### src/rtl/sha256_ctrl_pkg.sv
// Shared types and constants for the SHA-256 job scheduler.
package sha256_ctrl_pkg;

  localparam int unsigned ADDR_W                 = 16;
  localparam int unsigned JOBS_W                 = 16;
  localparam int unsigned TIMEOUT_CYCLES_DEFAULT = 4096;

  typedef enum logic [2:0] {
    IDLE,
    ISSUE,
    WAIT_BUSY,
    WAIT_DONE,
    RECOVER
  } ctrl_state_e;

  // (idx + offs) mod n for idx < n and offs <= n, without a divider.
  function automatic int unsigned rr_next(input int unsigned idx, input int unsigned offs,
                                          input int unsigned n);
    int unsigned sum;
    sum = idx + offs;
    return (sum >= n) ? (sum - n) : sum;
  endfunction

endpackage

### src/rtl/rr_arbiter.sv
// Combinational round-robin arbiter; search starts one past the last grant.
module rr_arbiter
  import sha256_ctrl_pkg::*;
#(
  parameter int unsigned N     = 4,
  parameter int unsigned IDX_W = $clog2(N)
) (
  input  logic [N-1:0]     req,
  input  logic [IDX_W-1:0] last_grant,
  output logic [N-1:0]     grant,
  output logic [IDX_W-1:0] grant_idx
);

  always_comb begin
    logic             found;
    logic [IDX_W-1:0] idx;
    grant     = '0;
    grant_idx = last_grant;
    found     = 1'b0;
    idx       = '0;
    for (int unsigned k = 1; k <= N; k++) begin
      idx = IDX_W'(rr_next(32'(last_grant), k, N));
      if (!found && req[idx]) begin
        found      = 1'b1;
        grant[idx] = 1'b1;
        grant_idx  = idx;
      end
    end
  end

endmodule

### src/rtl/sha256_job_arbiter.sv
// Shares one SHA-256 core between NUM_REQ requesters: round-robin grant,
// start/done sequencing, per-requester completion/timeout pulses and core watchdog.
module sha256_job_arbiter
  import sha256_ctrl_pkg::*;
#(
  parameter int unsigned NUM_REQ        = 4,
  parameter int unsigned TIMEOUT_CYCLES = TIMEOUT_CYCLES_DEFAULT
) (
  input  logic                        clk,
  input  logic                        reset,
  input  logic [NUM_REQ-1:0]          req_valid,
  input  logic [ADDR_W*NUM_REQ-1:0]   req_msg_addr,
  input  logic [ADDR_W*NUM_REQ-1:0]   req_out_addr,
  output logic [NUM_REQ-1:0]          req_ready,
  output logic [NUM_REQ-1:0]          req_done,
  output logic [NUM_REQ-1:0]          req_error,
  output logic                        core_start,
  output logic [ADDR_W-1:0]           core_message_addr,
  output logic [ADDR_W-1:0]           core_output_addr,
  output logic                        core_reset_n,
  input  logic                        core_done,
  output logic                        busy,
  output logic [JOBS_W-1:0]           jobs_completed
);

  localparam int unsigned IDX_W = $clog2(NUM_REQ);
  localparam int unsigned TMR_W = $clog2(TIMEOUT_CYCLES) + 1;
  localparam logic [TMR_W-1:0] TMR_LAST = TMR_W'(TIMEOUT_CYCLES - 1);
  localparam logic [TMR_W-1:0] TMR_MAX  = {TMR_W{1'b1}};

  ctrl_state_e       state_q, state_d;
  logic [IDX_W-1:0]  last_grant_q, last_grant_d;
  logic [IDX_W-1:0]  gidx_q, gidx_d;
  logic [ADDR_W-1:0] msg_addr_q, msg_addr_d;
  logic [ADDR_W-1:0] out_addr_q, out_addr_d;
  logic              core_start_q, core_start_d;
  logic [NUM_REQ-1:0] req_done_q, req_done_d;
  logic [NUM_REQ-1:0] req_error_q, req_error_d;
  logic [JOBS_W-1:0] jobs_q, jobs_d;
  logic [TMR_W-1:0]  timer_q, timer_d;
  logic              rec_cnt_q, rec_cnt_d;

  logic [NUM_REQ-1:0] grant;
  logic [IDX_W-1:0]   grant_idx;
  logic [NUM_REQ-1:0] req_ready_c;
  logic [ADDR_W-1:0]  msg_addr_a [NUM_REQ];
  logic [ADDR_W-1:0]  out_addr_a [NUM_REQ];

  for (genvar r = 0; r < NUM_REQ; r++) begin : g_unpack
    assign msg_addr_a[r] = req_msg_addr[r*ADDR_W +: ADDR_W];
    assign out_addr_a[r] = req_out_addr[r*ADDR_W +: ADDR_W];
  end

  rr_arbiter #(
    .N     (NUM_REQ),
    .IDX_W (IDX_W)
  ) u_rr_arbiter (
    .req        (req_valid),
    .last_grant (last_grant_q),
    .grant      (grant),
    .grant_idx  (grant_idx)
  );

  always_ff @(posedge clk) begin
    if (reset) begin
      state_q      <= IDLE;
      last_grant_q <= IDX_W'(NUM_REQ - 1);
      gidx_q       <= '0;
      msg_addr_q   <= '0;
      out_addr_q   <= '0;
      core_start_q <= 1'b0;
      req_done_q   <= '0;
      req_error_q  <= '0;
      jobs_q       <= '0;
      timer_q      <= '0;
      rec_cnt_q    <= 1'b0;
    end else begin
      state_q      <= state_d;
      last_grant_q <= last_grant_d;
      gidx_q       <= gidx_d;
      msg_addr_q   <= msg_addr_d;
      out_addr_q   <= out_addr_d;
      core_start_q <= core_start_d;
      req_done_q   <= req_done_d;
      req_error_q  <= req_error_d;
      jobs_q       <= jobs_d;
      timer_q      <= timer_d;
      rec_cnt_q    <= rec_cnt_d;
    end
  end

  always_comb begin
    logic [TMR_W-1:0] timer_inc;
    state_d      = state_q;
    last_grant_d = last_grant_q;
    gidx_d       = gidx_q;
    msg_addr_d   = msg_addr_q;
    out_addr_d   = out_addr_q;
    core_start_d = 1'b0;
    req_done_d   = '0;
    req_error_d  = '0;
    jobs_d       = jobs_q;
    timer_d      = timer_q;
    rec_cnt_d    = rec_cnt_q;
    req_ready_c  = '0;
    timer_inc    = (timer_q == TMR_MAX) ? timer_q : timer_q + TMR_W'(1);

    unique case (state_q)
      IDLE: begin
        // An idle core holds done high; a low done means it is not ready yet.
        req_ready_c = core_done ? grant : '0;
        if (|(req_valid & req_ready_c)) begin
          gidx_d       = grant_idx;
          last_grant_d = grant_idx;
          msg_addr_d   = msg_addr_a[grant_idx];
          out_addr_d   = out_addr_a[grant_idx];
          core_start_d = 1'b1;
          timer_d      = '0;
          state_d      = ISSUE;
        end
      end
      ISSUE: begin
        timer_d = timer_inc;
        state_d = WAIT_BUSY;
      end
      WAIT_BUSY, WAIT_DONE: begin
        timer_d = timer_inc;
        // Completion has priority over a watchdog expiry in the same cycle.
        if (state_q == WAIT_DONE && core_done) begin
          req_done_d[gidx_q] = 1'b1;
          jobs_d             = jobs_q + JOBS_W'(1);
          state_d            = IDLE;
        end else if (timer_q == TMR_LAST) begin
          req_error_d[gidx_q] = 1'b1;
          rec_cnt_d           = 1'b0;
          state_d             = RECOVER;
        end else if (state_q == WAIT_BUSY && !core_done) begin
          state_d = WAIT_DONE;
        end
      end
      RECOVER: begin
        if (rec_cnt_q) begin
          state_d = IDLE;
        end else begin
          rec_cnt_d = 1'b1;
        end
      end
      default: state_d = IDLE;
    endcase
  end

  assign req_ready         = req_ready_c;
  assign req_done          = req_done_q;
  assign req_error         = req_error_q;
  assign core_start        = core_start_q;
  assign core_message_addr = msg_addr_q;
  assign core_output_addr  = out_addr_q;
  assign core_reset_n      = ~reset & (state_q != RECOVER);
  assign busy              = (state_q != IDLE);
  assign jobs_completed    = jobs_q;

endmodule
### config.mk
export PLATFORM = sky130hd
export DESIGN_NAME = sha256_job_arbiter
export DESIGN_NICKNAME = d
export VERILOG_FILES = /design/src/rtl/sha256_ctrl_pkg.sv /design/src/rtl/rr_arbiter.sv /design/src/rtl/sha256_job_arbiter.sv
export SDC_FILE = /design/constraint.sdc
export NUM_CORES = 1
export LEC_CHECK = 0
export CAP_MARGIN = 20
export CORE_ASPECT_RATIO = 0.8
export CORE_MARGIN = 5
export CORE_UTILIZATION = 39
export DETAILED_ROUTE_END_ITERATION = 10
export GPL_ROUTABILITY_DRIVEN = 0
export GPL_TIMING_DRIVEN = 0
export PLACE_DENSITY = 0.88
export SETUP_SLACK_MARGIN = 0.02
export SLEW_MARGIN = 10
export SYNTH_ARGS = -nofsm -noshare
export SYNTH_HDL_FRONTEND = slang
export SYNTH_SLANG_ARGS = --single-unit
### constraint.sdc
create_clock -name clk -period 3 [get_ports clk]
set_clock_uncertainty 0.1 [all_clocks]
set_input_delay 0.3 -clock clk [delete_from_list [all_inputs] [get_ports clk]]
set_output_delay 0.3 -clock clk [all_outputs]
set_load 0.01 [all_outputs]
; ---- Word level (Yosys, flattened, before mapping)
; Cells that the tools add are included.
[classes]
bitwise_logic = 11
n_eq_ne = 13
n_lt_le_gt_ge = 15
n_reduce_logical = 29
muxes = 54
n_addsub = 10
[op_table]
columns = op, count
row1 = $bmux 16 s2, 2
row2 = $mux 16, 4
row3 = $mux 13, 2
row4 = $pmux 13 s2, 1
row5 = $mux 4, 6
row6 = $add 16x1->16 const B, 1
row7 = $mux 2, 8
row8 = $lt 2x3->1 const B, 5
row9 = $mux 1, 15
row10 = $mux 3, 5
row11 = $add 13x1->13 const B, 1
row12 = $eq 13x12->1 const B, 1
row13 = $eq 13x13->1 const B, 1
row14 = $ge 3x3->1 const B, 4
row15 = $or 4x4->4, 3
row16 = $pmux 3 s4, 1
row17 = $demux 1 s2, 5
row18 = $ge 2x1->1 const B, 5
row19 = $logic_and 1x1->1, 10
row20 = $ne 2x2->1 const B, 5
row21 = $reduce_and 3->1, 3
row22 = $bmux 1 s2, 4
row23 = $reduce_or 4->1, 2
row24 = $sub 2x1->2 const B, 4
row25 = 21 further kinds, 34
[totals]
inputBits = 135
regBits = 78
word_cells = 143
out_inout_bits = 63

; ---- Longest topological paths before layout
[logic_depth]
ltp_word = 20
mapped_depth = 13
mapped_depth_nobuf = 8

; ---- By module
; Synthesis repeated with hierarchy kept, for this count alone.
[unflattened]
cells_unflattened = 503
hier_area_um2 = 4640.7
[modules_own_cells]
columns = module, n_inst, area_each_um2, seq_area_each_um2, cells_each
row1 = sha256_job_arbiter, 1, 4063.9, 1561.5, 423
row2 = rr_arbiter, 1, 576.8, 0.0, 80

; ---- Worst setup path before layout
; OpenSTA, ideal clock, no wires.
[synth_timing]
path_type = register -> register
from = register last_grant_q[1]
to = register msg_addr_q[10], in the netlist core_message_addr[10]
setup_ps = 117
required_ps = 2783
synth_period_minus_slack_ps = 3196
stages_incl_launch_ff = 14
slack_ps = -196
path_buffers = 5
t_arrival_ps = 2979
path_cell_list = dfxtp_1 -> clkbuf_2 -> inv_1 -> ha_1 -> buf_2 -> o21bai_1 -> a31o_2 -> a211o_1 -> buf_2 -> or2_1 -> buf_2 -> buf_2 -> a211o_1 -> a32o_1
[synth_between]
elab_chain_len = 19
elab_cells_between_ends = 72
classes_between = add/sub (8) / order compare (12) / mux (35) / bitwise (5) / reduce/logical (12)
[synth_rtl]
columns = item, line_no
row1 = start: declaration, sha256_job_arbiter.sv:32  ; logic [IDX_W-1:0] last_grant_q, last_grant_d;
row2 = start signal: assignment, sha256_job_arbiter.sv:67  ; last_grant_q <= IDX_W'(NUM_REQ - 1);
row3 = start signal: assignment, sha256_job_arbiter.sv:79  ; last_grant_q <= last_grant_d;
row4 = branches (longest 19 deep; another with $add 2x1->3), --
row5 = end signal: assignment, sha256_job_arbiter.sv:81  ; msg_addr_q <= msg_addr_d;
row6 = end: declaration, sha256_job_arbiter.sv:34  ; logic [ADDR_W-1:0] msg_addr_q, msg_addr_d;
; Parallel ways; which one is timed is not known. The select of a mux whose other input is x is not followed.
; A chain may end at the register's enable or synchronous reset.

; ---- Worst setup path after layout
[layout_timing]
from = register last_grant_q[1]
to = register out_addr_q[15], in the netlist core_output_addr[15]
[layout_between]
elab_chain_len = 19
elab_cells_between_ends = 72
classes_between = add/sub (8) / order compare (12) / mux (35) / bitwise (5) / reduce/logical (12)
[layout_rtl]
columns = item, line_no
row1 = branches (longest 19 deep; another with $add 2x1->3), --
row2 = end signal: assignment, sha256_job_arbiter.sv:82  ; out_addr_q <= out_addr_d;
row3 = end: declaration, sha256_job_arbiter.sv:35  ; logic [ADDR_W-1:0] out_addr_q, out_addr_d;
; Parallel ways; which one is timed is not known. The select of a mux whose other input is x is not followed.

==> results.txt <==
worst hold endpoint -> core_output_addr[11]
max-cap violation count -> 0
IO Pins -> 198
clock insertion delay at the later pin of the skew report -> 330 ps
H-tree levels -> 3
final clock period utilization by the worst path -> 97.99%
via count of the first global-routing pass -> 4,867
slew at the pin closest to its max-slew limit -> 1030 ps
Final Max Tran Viols -> 0
share of synthesized registers carrying an async set or reset -> 0%
final hold violation count -> 0
total vias in the final route -> 5,248
number of nets in the final layout -> 917
detailed-route DRC error count -> 0
sink count of the clock tree -> 78
clock share of power -> 15.5%
Max Clk Rate -> 340.2 MHz
Longest Clk Path Bufs -> 2
Logic pwr share -> 65.5%
Most common cell on crit path -> buf_4
number of search-and-repair iterations in the first detailed-routing pass -> 5
WL per Instance -> 17.88 microns
die height -> 108.6 microns
initial antenna violation count -> 0
library cell contributing the largest single delay on the critical path -> dfxtp_4
leakage power total -> 2.884 nW
VDD IR max -> 768.3 uV
final global-route overflow total -> 0
cells along the critical path -> inv_4, ha_4, buf_8, nor3b_2, a211oi_2, buf_4, buf_4, nor4_4, buf_4, buf_2, buf_4, buf_4, nor3b_1, a211o_1, a32o_1
count of distinct cell types in the synthesized netlist -> 59
overall global routing resource usage -> 21.62%
worst flop-to-flop path startpoint -> last_grant_q[1]
Pint -> 4.284 mW
count of synthesis-stage warnings from yosys -> 0
area occupied by multi-input gates -> 2867 sq um
Clk pin slew, worst setup/hold paths -> 60 ps
number of buffers added to fix hold violations after cts -> 0
sequential area share after synthesis -> 32.96%
Horiz. Die Dim -> 133.2 microns
number of instances in the placed design -> 896
Worst Min Path Start -> core_output_addr[11]
ys flop type -> dfxtp_1
remaining antenna violation count -> 0
count of filler cells inserted in the layout -> 1,030
final worst-path setup slack -> 60.22 ps
worst reg2reg path depth -> 15
Cell Pwr Density -> 1008 nW/um^2
master cell of the clock root buffer -> clkbuf_16
Crit. End Element -> flop
drt initial violations -> 290
worst reg2reg path endpoint -> core_output_addr[15]
post-detailed-placement half-perimeter wirelength -> 12,240 microns
average cell area after synthesis -> 8.644 sq um
Total Die Area -> 14,460 sq um
Core Rows -> 36
count of antenna diodes in the layout -> 0
worst path arrival time -> 3060 ps
Inserted Clock Buffers -> 9
post-synthesis net count -> 693
TritonCTS clock tree -> done
post-synthesis cell area -> 4737 sq um
Net Switching -> 3.298 mW
sequential share of power -> 18.9%
first-pass GRT wire length -> 24,990 microns
number of instances in the synthesized netlist -> 548
total detailed-routing wirelength -> 16,600 microns
max incr delay on CP -> 360 ps
minimum period implied by the final worst setup slack -> 2940 ps
proportion of layout cells with a drive suffix above 1 -> 12.63%
CP Launch Type -> flop
Syn-to-layout area delta -> 58.77%
cell depth of the worst hold path -> 1
Critical Path RT -> 3120 ps
footprint of the flip-flops and latches -> 1569 sq um
largest net degree at the start of global routing -> 14
switching share of power -> 43.50%
worst-case hold slack -> 365.4 ps
slew margin rel. -> 29.56%
initial standard-cell utilization of the core -> 39.39%
startpoint-to-endpoint class of the critical path -> reg -> reg
non-filler cells in the finished layout -> 928
routed via count divided by cell count -> 5.655
outcome -> completed
number of synthesized flops with an enable pin -> 0
worst setup slack for register-to-register paths -> 60 ps
area of the core -> 12,030 sq um
number of setup violations in the final report -> 0
maximum fanout count along the critical path -> 10
Seq cells post-synth -> 78
class of the tightest hold or removal check -> reg -> reg
sum of negative setup slack -> 0 ps
total power after layout -> 7.582 mW
quantity of I/O buffers inserted on ports -> 196
launching element of the worst setup path -> last_grant_q[1]
Place WS -> -732.3 ps
## cell usage after synthesis (2+ instances only)
cell type	number	area [sq um]
dfxtp_1	78	1562
nor2_1	44	165.2
inv_1	40	150.1
nor3b_1	37	277.8
a32o_1	35	350.3
o21ai_0	34	170.2
a211o_1	33	289.0
o211ai_1	33	247.7
clkbuf_1	28	105.1
nand2_1	23	86.33
xor2_1	19	166.4
nand4_1	11	68.82
buf_2	10	50.05
ha_1	10	125.1
a21oi_1	8	40.04
nand3_1	8	40.04
nor3_1	8	40.04
xnor2_1	7	61.31
a22oi_1	6	45.04
a211oi_1	5	37.54
mux2i_1	5	50.05
a21boi_0	4	30.03
a222oi_1	4	40.04
buf_4	4	30.03
buf_6	4	45.04
a2111oi_0	3	26.28
and3b_1	3	26.28
a21o_1	2	15.01
a31o_2	2	17.52
and2_1	2	12.51
and3_1	2	12.51
and4_1	2	17.52
and4b_1	2	20.02
buf_1	2	7.510
nand2b_1	2	12.51
nor2b_1	2	12.51
nor4_1	2	12.51
or2_2	2	12.51
or3_1	2	12.51
## state kept, by name, summed over array words and instances (netlist names)
signal             count
rec_cnt_q              1
req_done               4
gidx_q                 2
core_start             1
state_q                3
core_output_addr      16
req_error              4
core_message_addr     16
timer_q               13
jobs_completed        16
last_grant_q           2
## final cells by class
class	count	share of cell area, %
inverter	41	2.146
clock inverter	5	1.098
multi-input combinational	380	38.11
timing repair buffer	215	27.88
tap	152	2.529
sequential	78	20.86
buffer	47	4.192
clock buffer	10	3.178
## cell usage in the layout, fill, tap and decap left out, types with 6 or more instances in the layout
master / count
ha_1: 9
o21ai_0: 31
nor2_1: 44
buf_6: 9
buf_4: 24
nor3_1: 7
inv_1: 38
a21oi_1: 8
a211o_1: 33
clkbuf_16: 9
a32o_1: 35
xor2_1: 19
nand3_1: 8
clkbuf_2: 14
o211ai_1: 33
xnor2_1: 7
nand4_1: 11
nor3b_1: 35
nand2_1: 23
clkdlybuf4s50_1: 192
a22oi_1: 6
dfxtp_1: 76
clkbuf_1: 11
## metrics by stage
step / util, % / area, sq um
global placement: 57.59 / 6927
global route: 62.54 / 7521
finish: 62.54 / 7521
CTS: 61.27 / 7368
detailed placement: 57.59 / 6927
floorplan: - / 4775
## power groups by stage
stage	Clock [mW]	Combinational [mW]	Sequential [mW]
after floorplan	0	2.79	1.51
after global placement	0	4.36	1.43
after detailed placement	0	4.41	1.45
after CTS	1.20	4.63	1.43
after global routing	1.25	5.34	1.46
final	1.18	4.97	1.44
## critical path: cells and delay by family, from the launching register on
family	cells	cell delay (ps)
AOI/OAI and AO/OA	3	570
adders and majority gates	1	250
buffers and inverters	8	1080
DFF	1	360
and+or+nand+nor	3	490
## worst max-delay path by stage
stage                       endpoint  slack (ps)  depth (start not counted)
3_3_place_gp    core_output_addr[15]        -710                          8
4_1_cts        core_message_addr[13]           5                         12
2_1_floorplan  core_message_addr[10]          20                         13
3_5_place_dp    core_output_addr[15]        -730                          8
5_1_grt         core_output_addr[15]         -30                         15
6_report        core_output_addr[15]          60                         15
## logic make-up (layout without fill, tap and decap cells)
logic type | after synthesis | after routing | share of synthesized area (%)
muxes | 7 | 7 | 2.087
and+or+nand+nor | 157 | 157 | 18.52
AOI/OAI and AO/OA | 180 | 180 | 30.61
xor gates and xnor gates | 26 | 26 | 4.807
buffers and inverters | 90 | 318 | 8.373
DFF | 78 | 78 | 32.96
adders and majority gates | 10 | 10 | 2.641
## per-layer routing
metal / track usage [%] / part of all wire (%) / vias to the layer above
li1: - / - / 2495
met1: 26.16 / 41 / 2483
met2: 35.54 / 48 / 236
met3: 7.721 / 9.2 / 34
met4: 8.223 / 2.5 / 0
met5: 0 / 0 / -
## what timing repair did
item | 4_1_cts | 5_1_grt
pin swaps | 4 | 6
setup endpoints to repair | 51 | 49
resized for setup | 34 | 42
gates cloned | 0 | 1
setup buffers | 7 | 11
(Power assumes the default switching activity.)
